`config.mk`:
```
export PLATFORM = sky130hd
export DESIGN_NAME = config_writer
export DESIGN_NICKNAME = d
export VERILOG_FILES = /design/src/rtl/config_writer.sv
export SDC_FILE = /design/constraint.sdc
export NUM_CORES = 1
export LEC_CHECK = 0
export BUFFER_PORTS_ARGS = -buffer_cell sky130_fd_sc_hd__buf_2
export CORE_MARGIN = 1.5
export CORE_UTILIZATION = 58
export DETAILED_ROUTE_END_ITERATION = 12
export PLACE_DENSITY = 0.89
export SLEW_MARGIN = 0
export SYNTH_ARGS = -nofsm -noshare
export SYNTH_HDL_FRONTEND = slang
export SYNTH_SLANG_ARGS = --single-unit
```
`constraint.sdc`:
```
create_clock -name clk -period 11 [get_ports clk]
set_clock_uncertainty 0.15 [all_clocks]
set_input_delay 0 -clock clk [delete_from_list [all_inputs] [get_ports clk]]
set_output_delay 0 -clock clk [all_outputs]
set_load 0.02 [all_outputs]
```
`src/rtl/config_writer.sv`:
```
// config_writer
//   Serializes a switch connection table into the ATGF configuration image
//   held in a word-addressed RAM. Each connection record becomes 11 words at
//   BASE_ADDR+16+n*44. The 4-word header at BASE_ADDR is written last, so a
//   valid magic number only ever marks a complete image.
//
// Ports
//   clk, rst           clock, synchronous active-high reset
//   mem_addr/wdata/we  registered write request, held while mem_ready is low
//   mem_ready          memory accepts the write presented this cycle
//   cfg_start          opens a session (IDLE/DONE), samples version/timestamp
//   cfg_finish         closes the session; header is written after any record
//   conn_wr_*          record push over a valid/ready handshake
//   busy, done         status: writing / image complete
//   write_error        sticky: a record arrived with the table already full
//   conn_count         records written in this session
//
// state    | meaning
// ---------+---------------------------------------------------------------
// IDLE     | no session since reset
// OPEN     | session open, accepting connection records
// WR_CONN  | writing the buffered 11-word record
// WR_HDR   | writing the 4-word header
// DONE     | image complete, waiting for a new session
module config_writer #(
  parameter int                    MAX_CONNECTIONS = 64,
  parameter int                    ADDR_WIDTH      = 32,
  parameter logic [ADDR_WIDTH-1:0] BASE_ADDR       = '0
) (
  input  logic                                   clk,
  input  logic                                   rst,
  output logic [ADDR_WIDTH-1:0]                  mem_addr,
  output logic [31:0]                            mem_wdata,
  output logic                                   mem_we,
  input  logic                                   mem_ready,
  input  logic                                   cfg_start,
  input  logic [31:0]                            cfg_version,
  input  logic [31:0]                            cfg_timestamp,
  input  logic                                   cfg_finish,
  input  logic                                   conn_wr_valid,
  output logic                                   conn_wr_ready,
  input  logic [31:0]                            conn_switch_id,
  input  logic [31:0]                            conn_host_id,
  input  logic [31:0]                            conn_my_ip,
  input  logic [31:0]                            conn_peer_ip,
  input  logic [15:0]                            conn_my_port,
  input  logic [15:0]                            conn_peer_port,
  input  logic [15:0]                            conn_my_qp,
  input  logic [15:0]                            conn_peer_qp,
  input  logic [47:0]                            conn_my_mac,
  input  logic [47:0]                            conn_peer_mac,
  input  logic                                   conn_up,
  output logic                                   busy,
  output logic                                   done,
  output logic                                   write_error,
  output logic [$clog2(MAX_CONNECTIONS+1)-1:0]   conn_count
);

  localparam int          CW    = $clog2(MAX_CONNECTIONS+1);
  localparam logic [31:0] MAGIC = 32'h41544746;

  typedef enum logic [2:0] {
    S_IDLE, S_OPEN, S_WR_CONN, S_WR_HDR, S_DONE
  } state_t;

  state_t                  state, state_nxt;
  logic [3:0]              word_idx, sel_idx;
  logic [31:0]             version_q, timestamp_q;
  logic                    finish_pending;
  logic [31:0]             rec_buf [9];
  logic                    rec_up;
  logic                    hs, overflow, accept, last_word, finish_req;
  logic [31:0]             rec_word, hdr_word, issue_data;
  logic [ADDR_WIDTH-1:0]   rec_base, issue_addr;

  assign hs         = conn_wr_valid && conn_wr_ready;
  assign overflow   = (conn_count == CW'(MAX_CONNECTIONS));
  assign accept     = mem_we && mem_ready;
  assign finish_req = finish_pending || cfg_finish;
  assign last_word  = (state == S_WR_CONN) ? (word_idx == 4'd10) : (word_idx == 4'd3);

  // First word of a burst is issued from idle; afterwards the next word is
  // loaded on the cycle the current one is accepted.
  assign sel_idx = mem_we ? (word_idx + 4'd1) : word_idx;

  always_comb begin
    rec_word = '0;
    if (sel_idx < 4'd9)
      rec_word = rec_buf[sel_idx];
    else if (sel_idx == 4'd9)
      rec_word = {31'b0, rec_up};
  end

  always_comb begin
    hdr_word = '0;
    case (sel_idx)
      4'd0:    hdr_word = MAGIC;
      4'd1:    hdr_word = version_q;
      4'd2:    hdr_word = 32'(conn_count);
      4'd3:    hdr_word = timestamp_q;
      default: hdr_word = '0;
    endcase
  end

  assign rec_base   = BASE_ADDR + ADDR_WIDTH'(16) + ADDR_WIDTH'(conn_count) * ADDR_WIDTH'(44);
  assign issue_addr = ((state == S_WR_HDR) ? BASE_ADDR : rec_base) + ADDR_WIDTH'({sel_idx, 2'b00});
  assign issue_data = (state == S_WR_HDR) ? hdr_word : rec_word;

  // state register
  always_ff @(posedge clk) begin
    if (rst) state <= S_IDLE;
    else     state <= state_nxt;
  end

  // next-state logic
  always_comb begin
    state_nxt = state;
    case (state)
      S_IDLE, S_DONE: if (cfg_start) state_nxt = S_OPEN;
      S_OPEN: begin
        if (hs && !overflow)  state_nxt = S_WR_CONN;
        else if (finish_req)  state_nxt = S_WR_HDR;
      end
      S_WR_CONN: if (accept && last_word) state_nxt = finish_req ? S_WR_HDR : S_OPEN;
      S_WR_HDR:  if (accept && last_word) state_nxt = S_DONE;
      default:   state_nxt = S_IDLE;
    endcase
  end

  // state-decoded outputs
  always_comb begin
    conn_wr_ready = (state == S_OPEN) && !finish_pending;
    busy          = (state == S_WR_CONN) || (state == S_WR_HDR);
    done          = (state == S_DONE);
  end

  // session registers and memory write port
  always_ff @(posedge clk) begin
    if (rst) begin
      mem_addr       <= '0;
      mem_wdata      <= '0;
      mem_we         <= 1'b0;
      word_idx       <= '0;
      conn_count     <= '0;
      write_error    <= 1'b0;
      finish_pending <= 1'b0;
      version_q      <= '0;
      timestamp_q    <= '0;
    end else begin
      if (cfg_finish && (state == S_OPEN || state == S_WR_CONN))
        finish_pending <= 1'b1;
      if (state_nxt == S_DONE)
        finish_pending <= 1'b0;

      case (state)
        S_IDLE, S_DONE: begin
          if (cfg_start) begin
            version_q   <= cfg_version;
            timestamp_q <= cfg_timestamp;
            conn_count  <= '0;
            write_error <= 1'b0;
          end
        end
        S_OPEN: begin
          word_idx <= '0;
          if (hs && overflow) write_error <= 1'b1;
        end
        S_WR_CONN, S_WR_HDR: begin
          if (!mem_we) begin
            mem_we    <= 1'b1;
            mem_addr  <= issue_addr;
            mem_wdata <= issue_data;
          end else if (mem_ready) begin
            if (last_word) begin
              mem_we   <= 1'b0;
              word_idx <= '0;
              if (state == S_WR_CONN) conn_count <= conn_count + 1'b1;
            end else begin
              word_idx  <= word_idx + 4'd1;
              mem_addr  <= issue_addr;
              mem_wdata <= issue_data;
            end
          end
        end
        default: ;
      endcase
    end
  end

  // Record buffer, packed in image byte order on the accepting handshake.
  always_ff @(posedge clk) begin
    if (state == S_OPEN && hs && !overflow) begin
      rec_buf[0] <= conn_switch_id;
      rec_buf[1] <= conn_host_id;
      rec_buf[2] <= conn_my_ip;
      rec_buf[3] <= conn_peer_ip;
      rec_buf[4] <= {conn_peer_port, conn_my_port};
      rec_buf[5] <= {conn_peer_qp, conn_my_qp};
      rec_buf[6] <= {conn_my_mac[23:16], conn_my_mac[31:24], conn_my_mac[39:32], conn_my_mac[47:40]};
      rec_buf[7] <= {conn_peer_mac[39:32], conn_peer_mac[47:40], conn_my_mac[7:0], conn_my_mac[15:8]};
      rec_buf[8] <= {conn_peer_mac[7:0], conn_peer_mac[15:8], conn_peer_mac[23:16], conn_peer_mac[31:24]};
      rec_up     <= conn_up;
    end
  end

endmodule

```
==> summary.txt <==
Drt
  – Vias per cell: about 6.3
  – Via count: around 16,000
  – DRC: 0
  – Post-route ant nets: 0
  – DRT Pass-1 Iters: 7
  – Wirelength, routed: ~70 mm
  – Drt initial violations: about 2,600
  – Routed len/inst: around 28 µm

Clocking
  – Clock slew at reported path FFs: around 0.08 ns
  – H-tree levels: 2
  – CTS buffer count: 41
  – Post-CTS sizing: 0
  – Clock buffer depth: 3
  – Sink Count: ~420
  – Worst skew pair latency: slightly below 0.6 ns
  – CTS Root Cell: clkbuf_16
  – CTS tree: built

Placement
  – IO Port Bufs: 415
  – Placer Congestion: 0.877
  – Placed insts: 2,122
  – DP HPWL: around 34 mm

Timing
  – RSZ-0062 raised after global routing: no
  – Tcrit/Tclk final: between 40% and 50%
  – Setup TNS: 0 ns
  – Tmin final: about 4.8 ns
  – F_max: slightly above 0.2 GHz
  – Final setup fails: 0
  – Tightest Pin Transition: around 1.2 ns
  – Count of pins over their slew limit: 0
  – Slew headroom: 21.5%
  – Fin. Hold Viols: 2
  – Worst hold margin: -0.00345 ns

Power and ir drop
  – Int Pwr: approximately 3200 µW
  – Sequential Power Share: a little over two fifths
  – Sw frac: 32.3%
  – Clk pwr share: 31.7%
  – Comb pwr share: between 20% and 30%
  – Leak: 0.00995 µW
  – NetSw: between 1500 and 2000 µW
  – Worst IR Drop VDD: 140 µV
  – Power Total: 4730 µW
  – PwrDens: 188 nW/µm²

Critical path
  – Worst path cell trace: xnor2_2, buf_4, inv_6, buf_4, mux2i_1, mux4_2, a211oi_1, nor3_1, nor3_1
  – CP top delay family: buffers and inverters
  – Crit. Startpoint: mem_we
  – Req. time, crit path: roughly 11 ns
  – Number of cells on the critical path: 9
  – Slowest CP cell: buf_4
  – R2R setup slack: 6.16 ns
  – Critical path peak fanout: 67
  – RR Startpoint: mem_we
  – Worst Path Buf+Inv: 3
  – R2R cell count: 9
  – Worst EP arrival: between 5 and 6 ns
  – Crit path kind: reg2reg
  – CP Capture Type: register
  – Critical Path Max Stage Delay: a little under 1 ns
  – CP Launch Type: register

Floorplanning
  – Core Footprint: around 30,000 µm²
  – Die ar.: approximately 31,000 µm²
  – Die X: about 180 µm
  – Starting Density: between 50% and 60%
  – FP Rows: 63
  – Ports: 435
  – Die H: roughly 180 µm

Global routing
  – GRT Total Usage: a little under half
  – Initial antenna violation count: 10
  – Vias in the first global route: about 17,000
  – Pin count of the biggest net entering global routing: approximately 130
  – Grt ovf: 0
  – First-pass GRT wire length: between 100 and 150 mm

Synthesis
  – Post-synthesis sequential area ratio: a little under two thirds
  – FFs w/ async S/R, synth: 0%
  – Distinct cell type count after synthesis: slightly below 60
  – Mapped Cells: ~1,400
  – Synth top area cells: edfxtp_1, dfxtp_1, mux2i_1
  – Ys flop type: edfxtp_1
  – Largest area contributor in the netlist: edfxtp_1
  – Number of synthesis warnings: 0
  – Synthesized area: roughly 18,000 µm²
  – Synth top area share: 49.2%
  – Number of synthesized flops with an enable pin: about 290
  – Yosys reg bits: 415
  – Synthesized area per cell: ~13 µm²

Min path
  – Hold Crit Depth: 2
  – Hold crit path type: in2reg
  – Hold_sp: conn_my_mac[25]

Final layout
  – Multi-input logic area: ~6000 µm²
  – Commonest non-fill, non-tap cell in the layout: buf_2
  – Sequential Area: 11,200 µm²
  – Leading cell types in the layout, fill and taps excluded: buf_2, dlygate4sd3_1, edfxtp_1, nand2_1
  – Area delta synth->final: 42.8%
  – Share of post-route cells with drive strength above 1: between 20% and 30%
  – Fillers: about 1,300
  – Fin nets: 2,549
  – Finished Layout Cells: 2,591

Outcome
  – Result of the run: complete, but fails checks
  – Failing checks: hold timing

Job
  – MaxCap Viol Count: 0
area by class of cell:
| class | count | share of cell area [%] |
|---|---|---|
| Antenna cell | 8 | 0.0795 |
| Inverter | 22 | 0.378 |
| Timing Repair Buffer | 813 | 24.0 |
| Multi-Input combinational cell | 867 | 23.7 |
| Tap cell | 390 | 1.94 |
| Sequential cell | 415 | 44.5 |
| Clock inverter | 10 | 0.626 |
| Clock buffer | 66 | 4.86 |
flip-flops by register name, summed over array words and instances, names as in the netlist:
register	flops
mem_wdata	32
timestamp_q	32
version_q	32
rec_buf	288
mem_we	1
conn_count	7
write_error	1
state	3
word_idx	4
rec_up	1
finish_pending	1
mem_addr	13
synthesized netlist by cell type, types with 16 or more instances:
cell,n
a211oi_1,36
a21oi_1,108
a22oi_1,17
buf_4,23
clkbuf_1,62
dfxtp_1,126
edfxtp_1,289
ha_1,25
inv_1,19
mux2i_1,127
mux4_2,31
nand2_1,182
nand3_1,16
nor2_1,99
nor3_1,28
o21ai_0,37
o22ai_1,29
final timing paths:
check	end
max reg2reg	mem_wdata[24]
min	rec_buf[6][17]
min reg2reg	mem_addr[14]
max	mem_wdata[24]
kinds of logic (layout without fill, tap and decap cells):
kind of cell	after synthesis	count (layout)	share of synthesized area, %
AO/OA/AOI/OAI	257	257	8.76
XOR/XNOR	26	26	1.38
adder cells (fa/ha/maj)	30	30	2.34
buffers and inverters	122	911	3.51
flip-flops	415	415	63.5
multiplexers	160	160	11.3
other	1	27	0.0213
AND/OR/NAND/NOR	375	375	9.14
power groups by stage:
stage,registers (µW),clock network (µW),logic [µW]
after detailed placement,2000,0,986
after global placement,1990,0,950
after CTS,1970,1430,1110
final,2000,1500,1220
after floorplan,2050,0,652
after global routing,2010,1550,1270
worst register-to-register path, delay by kind of cell (launching register included):
| family | cells | cell delay [ns] |
|---|---|---|
| multiplexers | 2 | 1.19 |
| AND/OR/NAND/NOR | 2 | 0.37 |
| XOR/XNOR | 1 | 0.13 |
| buffers and inverters | 3 | 1.90 |
| AO/OA/AOI/OAI | 1 | 0.31 |
| flip-flops | 1 | 0.70 |
per-stage QoR:
stage	worst slack (ns)	util (%)	area [µm²]
final	6.16	84.5	25200
after global routing	6.14	84.4	25200
after CTS	6.68	84.4	25200
after detailed placement	6.70	66.9	19900
after global placement	6.83	66.9	19900
after floorplan	3.18	-	17700
repair_timing:
item,4_1_cts,5_1_grt
setup buffers,0,0
hold buffers,385,0
endpoints found under the hold margin,378,0
per-layer routing:
layer	global-route usage, %	wire length, µm	share of wire (%)	up-vias
met5	0.481	49	0.068	-
met4	35.7	7000	9.7	8
met3	17.2	9900	14	501
met2	71.5	32700	45	1709
met1	50.9	22200	31	7527
li1	-	-	-	6633
No activity file was read; power rests on OpenSTA's default activity.
